$ cat src/rtl/alu_share_ctrl.sv
// Time-shares one ALU between two requesters: accept one op, hold the ALU inputs for ALU_LAT cycles, return the captured result.
// Define ALU_SHARE_FIXED_PRIO_EN for fixed priority (req0 always wins); the default build is round robin.
module alu_share_ctrl #(
    parameter int unsigned WIDTH   = 32,
    parameter int unsigned ALU_LAT = 1
) (
    input  logic             clk,
    input  logic             rst_n,
    input  logic             req0_valid,
    output logic             req0_ready,
    input  logic [2:0]       req0_funct,
    input  logic [WIDTH-1:0] req0_a,
    input  logic [WIDTH-1:0] req0_b,
    input  logic             req1_valid,
    output logic             req1_ready,
    input  logic [2:0]       req1_funct,
    input  logic [WIDTH-1:0] req1_a,
    input  logic [WIDTH-1:0] req1_b,
    output logic [2:0]       alu_funct,
    output logic [WIDTH-1:0] alu_in1,
    output logic [WIDTH-1:0] alu_in2,
    input  logic [WIDTH-1:0] alu_result,
    input  logic             alu_zero,
    output logic             rsp_valid,
    input  logic             rsp_ready,
    output logic             rsp_id,
    output logic [WIDTH-1:0] rsp_result,
    output logic             rsp_zero,
    output logic             rsp_err
);

    localparam logic [3:0] LAT_M1 = 4'(ALU_LAT - 1);
    localparam logic [2:0] FUNCT_MAX = 3'b100;

    typedef enum logic [1:0] {
        IDLE,
        EXEC,
        ERR,
        RESP
    } state_t;

    state_t           state;
    state_t           state_nxt;
    logic [3:0]       counter;
    logic             id;
    logic             grant;
    logic             accept;
    logic [2:0]       sel_funct;
    logic [WIDTH-1:0] sel_a;
    logic [WIDTH-1:0] sel_b;

`ifdef ALU_SHARE_FIXED_PRIO_EN
    always_comb begin
        grant = !req0_valid && req1_valid;
    end
`else
    logic last_grant;

    // On a tie the requester that did not win last time is served.
    always_comb begin
        grant = 1'b0;
        if (req0_valid && req1_valid) begin
            grant = ~last_grant;
        end else if (req1_valid) begin
            grant = 1'b1;
        end
    end
`endif

    // Ready is gated by rst_n so both ready outputs read 0 while reset is held.
    always_comb begin
        req0_ready = rst_n && (state == IDLE) && req0_valid && !grant;
        req1_ready = rst_n && (state == IDLE) && req1_valid && grant;
        accept     = req0_ready || req1_ready;
        sel_funct  = grant ? req1_funct : req0_funct;
        sel_a      = grant ? req1_a : req0_a;
        sel_b      = grant ? req1_b : req0_b;
    end

    always_comb begin
        state_nxt = state;
        rsp_valid = (state == RESP);
        case (state)
            IDLE: begin
                if (accept) begin
                    state_nxt = (sel_funct > FUNCT_MAX) ? ERR : EXEC;
                end
            end
            EXEC: begin
                if (counter == 4'd0) begin
                    state_nxt = RESP;
                end
            end
            ERR: begin
                state_nxt = RESP;
            end
            RESP: begin
                if (rsp_ready) begin
                    state_nxt = IDLE;
                end
            end
            default: begin
                state_nxt = IDLE;
            end
        endcase
    end

    always_ff @(posedge clk or negedge rst_n) begin
        if (!rst_n) begin
            state <= IDLE;
        end else begin
            state <= state_nxt;
        end
    end

`ifndef ALU_SHARE_FIXED_PRIO_EN
    always_ff @(posedge clk or negedge rst_n) begin
        if (!rst_n) begin
            last_grant <= 1'b1;
        end else if (accept) begin
            last_grant <= grant;
        end
    end
`endif

    // ALU inputs are only loaded on accept, so they stay stable outside it.
    always_ff @(posedge clk or negedge rst_n) begin
        if (!rst_n) begin
            counter    <= '0;
            id         <= 1'b0;
            alu_funct  <= '0;
            alu_in1    <= '0;
            alu_in2    <= '0;
            rsp_id     <= 1'b0;
            rsp_result <= '0;
            rsp_zero   <= 1'b0;
            rsp_err    <= 1'b0;
        end else begin
            case (state)
                IDLE: begin
                    if (accept) begin
                        alu_funct <= sel_funct;
                        alu_in1   <= sel_a;
                        alu_in2   <= sel_b;
                        id        <= grant;
                        counter   <= LAT_M1;
                    end
                end
                EXEC: begin
                    if (counter != 4'd0) begin
                        counter <= counter - 4'd1;
                    end else begin
                        rsp_result <= alu_result;
                        rsp_zero   <= alu_zero;
                        rsp_err    <= 1'b0;
                        rsp_id     <= id;
                    end
                end
                ERR: begin
                    rsp_result <= '0;
                    rsp_zero   <= 1'b0;
                    rsp_err    <= 1'b1;
                    rsp_id     <= id;
                end
                default: begin
                end
            endcase
        end
    end

endmodule

$ cat config.mk
export PLATFORM = sky130hd
export DESIGN_NAME = alu_share_ctrl
export DESIGN_NICKNAME = d
export VERILOG_FILES = /design/src/rtl/alu_share_ctrl.sv
export SDC_FILE = /design/constraint.sdc
export NUM_CORES = 1
export LEC_CHECK = 0
export ABC_AREA = 0
export CORE_ASPECT_RATIO = 1.2
export CORE_MARGIN = 1.5
export CORE_UTILIZATION = 38
export CTS_CLUSTER_DIAMETER = 120
export DETAILED_ROUTE_END_ITERATION = 8
export GPL_ROUTABILITY_DRIVEN = 0
export PLACE_DENSITY = 0.8
export SYNTH_ARGS = -nofsm -noshare
export SYNTH_HDL_FRONTEND = slang
export SYNTH_SLANG_ARGS = --single-unit
$ cat constraint.sdc
create_clock -name clk -period 3.7 [get_ports clk]
set_input_delay 0.925 -clock clk [delete_from_list [all_inputs] [get_ports clk]]
set_output_delay 0.925 -clock clk [all_outputs]
set_load 0.005 [all_outputs]
==> metrics.md <==
| Metric | Value |
|---|---|
| Status | completed |
| Min cycle time layout | 3410 ps |
| Pwr dens | 671 mW/mm^2 |
| Internal | 0.00370 W |
| Top FF cell, synth | dfrtp_1 |
| Die Area | 0.0137 sq mm |
| CTS Sinks | 110 |
| Post-Syn Instances | 433 |
| H-tree depth | 3 |
| Synth Area in XOR/XNOR | 0 |
| Worst Tran Pin Value | 968 ps |
| Clock Power Share | 0.176 |
| First-pass GRT wire length | 21,800 um |
| Fin crit share | 0.922 |
| Main combinational cell family by area after synthesis | compound AO/OA/AOI/OAI gates |
| Post-synth EDFFs | 0 |
| Flops & latches, synth | 110 |
| RSZ-0062 raised after global routing | false |
| Top cell type by total area after synthesis | dfrtp_1 |
| Min-delay src | alu_in2[26] |
| PostCTS Resize Cnt | 0 |
| Die height | 128 um |
| Max-Cap Viols | 0 |
| Initial antenna violation count | 0 |
| Reg2reg end | state[1] |
| CTS root buf | clkbuf_16 |
| Worst Hold Class | reg2reg |
| Row Count | 45 |
| Hold path cells | 2 |
| # fillers | 1,052 |
| Ant. Diodes | 0 |
| Die Wd | 107 um |
| Compound-Gate Fraction of Synth Area | 0.160 |
| VDD IR max | 0.000361 V |
| Grt total ovfl | 0 |
| Synth Area in Simple Gates | 0.0795 |
| Post-route DRC | 0 |
| Synth top area cells | dfrtp_1, mux2i_1, o21ai_0 |
| CTS Buf Count | 9 |
| R2R setup slack | 1710 ps |
| Register area share after synthesis | 0.559 |
| Crit path kind | in2out |
| Comb pwr share | 0.455 |
| CTS Buffer Depth | 2 |
| Post-synth ARST share | 1.00 |
| Worst-path clk slew | 60 ps |
| Max FO, Critical Path | 3 |
| Hold worst-path end | alu_in2[26] |
| Synth Net Count | 611 |
| Final Hold Vio Count | 0 |
| Postcts setup bufs | 0 |
| Largest net degree at the start of global routing | 91 |
| Post-synth top area share | 0.554 |
| # setup viols final | 0 |
| Sw Ratio | 0.315 |
| Worst r2r src | last_grant |
| Crit start category | primary input |
| Psw | 0.00170 W |
| Max Slew Vio Count | 0 |
| Final HPWL from detailed placement | 10,800 um |
| Drt total wl | 13,800 um |
| Via count | 4,254 |
| Starting Density | 0.389 |
| Post-synthesis mux area share | 0.143 |
| I/O Buffers | 276 |
| Area of the core | 0.0127 sq mm |
| Vias per cell | 4.92 |
| WL/cell | 16.0 um |
| CTS tree | yes |
| Worst Path Required | 2770 ps |
| Most common cell in the netlist | dfrtp_1 |
| I/O pins | 277 |
| # hold bufs at CTS | 0 |
| Adder-cell share of the synthesized area | 0.0152 |
| R2R cell count | 4 |
| Ys Warns | 0 |
| Sum Neg Setup Slack | 0 ps |
| Worst EP arrival | 2490 ps |
| Overall Global Routing Usage | 0.204 |
| Area Growth Syn to Fin | 63.7% |
| Post-Place Cell Area | 0.00777 sq mm |
| CP endpoint kind | output port |
| Maximum clock rate | 293 MHz |
| Pleak | 3.56 nW |
| Routed Antenna Nets | 0 |
| Worst rel slew slack | 0.355 |
| Share of power burned in registers | 0.368 |
| Layout cell share with drive strength beyond 1 | 0.0456 |
| Synthesized area | 0.00492 sq mm |
| First DRT Iteration DRCs | 189 |
| Vias in the first global route | 4,315 |
| NumNets Final | 875 |
| Syn avg cell area | 11.4 sq um |
| Post-synth cell types | 32 |
| Final Skew | 8.01 ps |
| Drt first pass iters | 4 |
| Design area | 0.00806 sq mm |
| Synth top cells by count | dfrtp_1, o21ai_0, nand2_1, mux2i_1, a22o_1 |
| Clk_lat worst skew | 340 ps |
## worst max-delay path, cell delays in order
cell and delay (ps):
clkdlybuf4s50_1 590, nand3_1 170, nor2_1 240, clkdlybuf4s50_1 550
## stage by stage
| step | util | instances | power [W] | setup WS, ps | hold WS, ps |
|---|---|---|---|---|---|
| detailed placement | 0.614 | 850 | 0.00451 | 309 | 470 |
| global route | 0.636 | 865 | 0.00579 | 232 | 513 |
| floorplan | - | 433 | 0.00309 | 1290 | 445 |
| global placement | 0.614 | 850 | 0.00442 | 316 | 461 |
| CTS | 0.636 | 865 | 0.00548 | 305 | 485 |
| finish | 0.636 | 865 | 0.00541 | 289 | 475 |
## how the worst max path moves through the flow
stage	from	end
floorplan	req1_valid	req0_ready
global placement	req0_valid	req0_ready
detailed placement	req0_valid	req0_ready
CTS	req0_valid	req0_ready
global route	req0_valid	req0_ready
finish	req0_valid	req0_ready
## final cells by class
type / count / area [sq um] / area share
Sequential cell: 110 / 2750 / 0.342
Clock buffer: 10 / 229 / 0.0284
Multi-Input combinational cell: 287 / 1980 / 0.246
Clock inverter: 5 / 58.8 / 0.00729
Inverter: 6 / 22.5 / 0.00279
Tap cell: 164 / 205 / 0.0255
Timing Repair Buffer: 283 / 2810 / 0.349
## routing by layer
layer | wire length [um] | share of wire | GRT usage
met2 | 7160 | 0.52 | 0.369
met5 | 0 | 0 | 0
met1 | 5210 | 0.38 | 0.226
met3 | 1250 | 0.090 | 0.0712
met4 | 216 | 0.016 | 0.0541
## power groups by stage
stage / combinational, W / sequential (W) / clock (W)
after CTS: 0.00250 / 0.00200 / 0.000975
after global placement: 0.00244 / 0.00199 / 0
after global routing: 0.00271 / 0.00206 / 0.00103
after detailed placement: 0.00249 / 0.00202 / 0
final: 0.00246 / 0.00199 / 0.000952
after floorplan: 0.00106 / 0.00203 / 0
## registers in the layout (all words and copies together), names as in the netlist
| name | count |
|---|---|
| rsp_result | 32 |
| alu_in2 | 32 |
| rsp_zero | 1 |
| alu_funct | 3 |
| alu_in1 | 32 |
| last_grant | 1 |
| counter | 4 |
| id | 1 |
| rsp_err | 1 |
| state | 2 |
| rsp_id | 1 |
## cell usage in the layout (no fill, tap or decap), drive strengths merged, types with 2 or more instances in the layout
master	instances
nand2	70
ha	6
a22o	34
clkdlybuf4s50	275
mux2i	68
o221ai	2
clkinvlp	2
clkbuf	10
nor2	6
and3	2
o31ai	5
a21o	2
inv	7
nand2b	6
mux2	2
dfrtp	109
buf	8
o21ai	73
nand3	2
o211ai	2
## logic make-up after synthesis
| group | after synthesis |
|---|---|
| buf+inv | 36 |
| fa+ha+maj | 6 |
| mux | 70 |
| simple gates | 89 |
| compound gates | 122 |
| flops | 110 |
(Power assumes the default switching activity.)
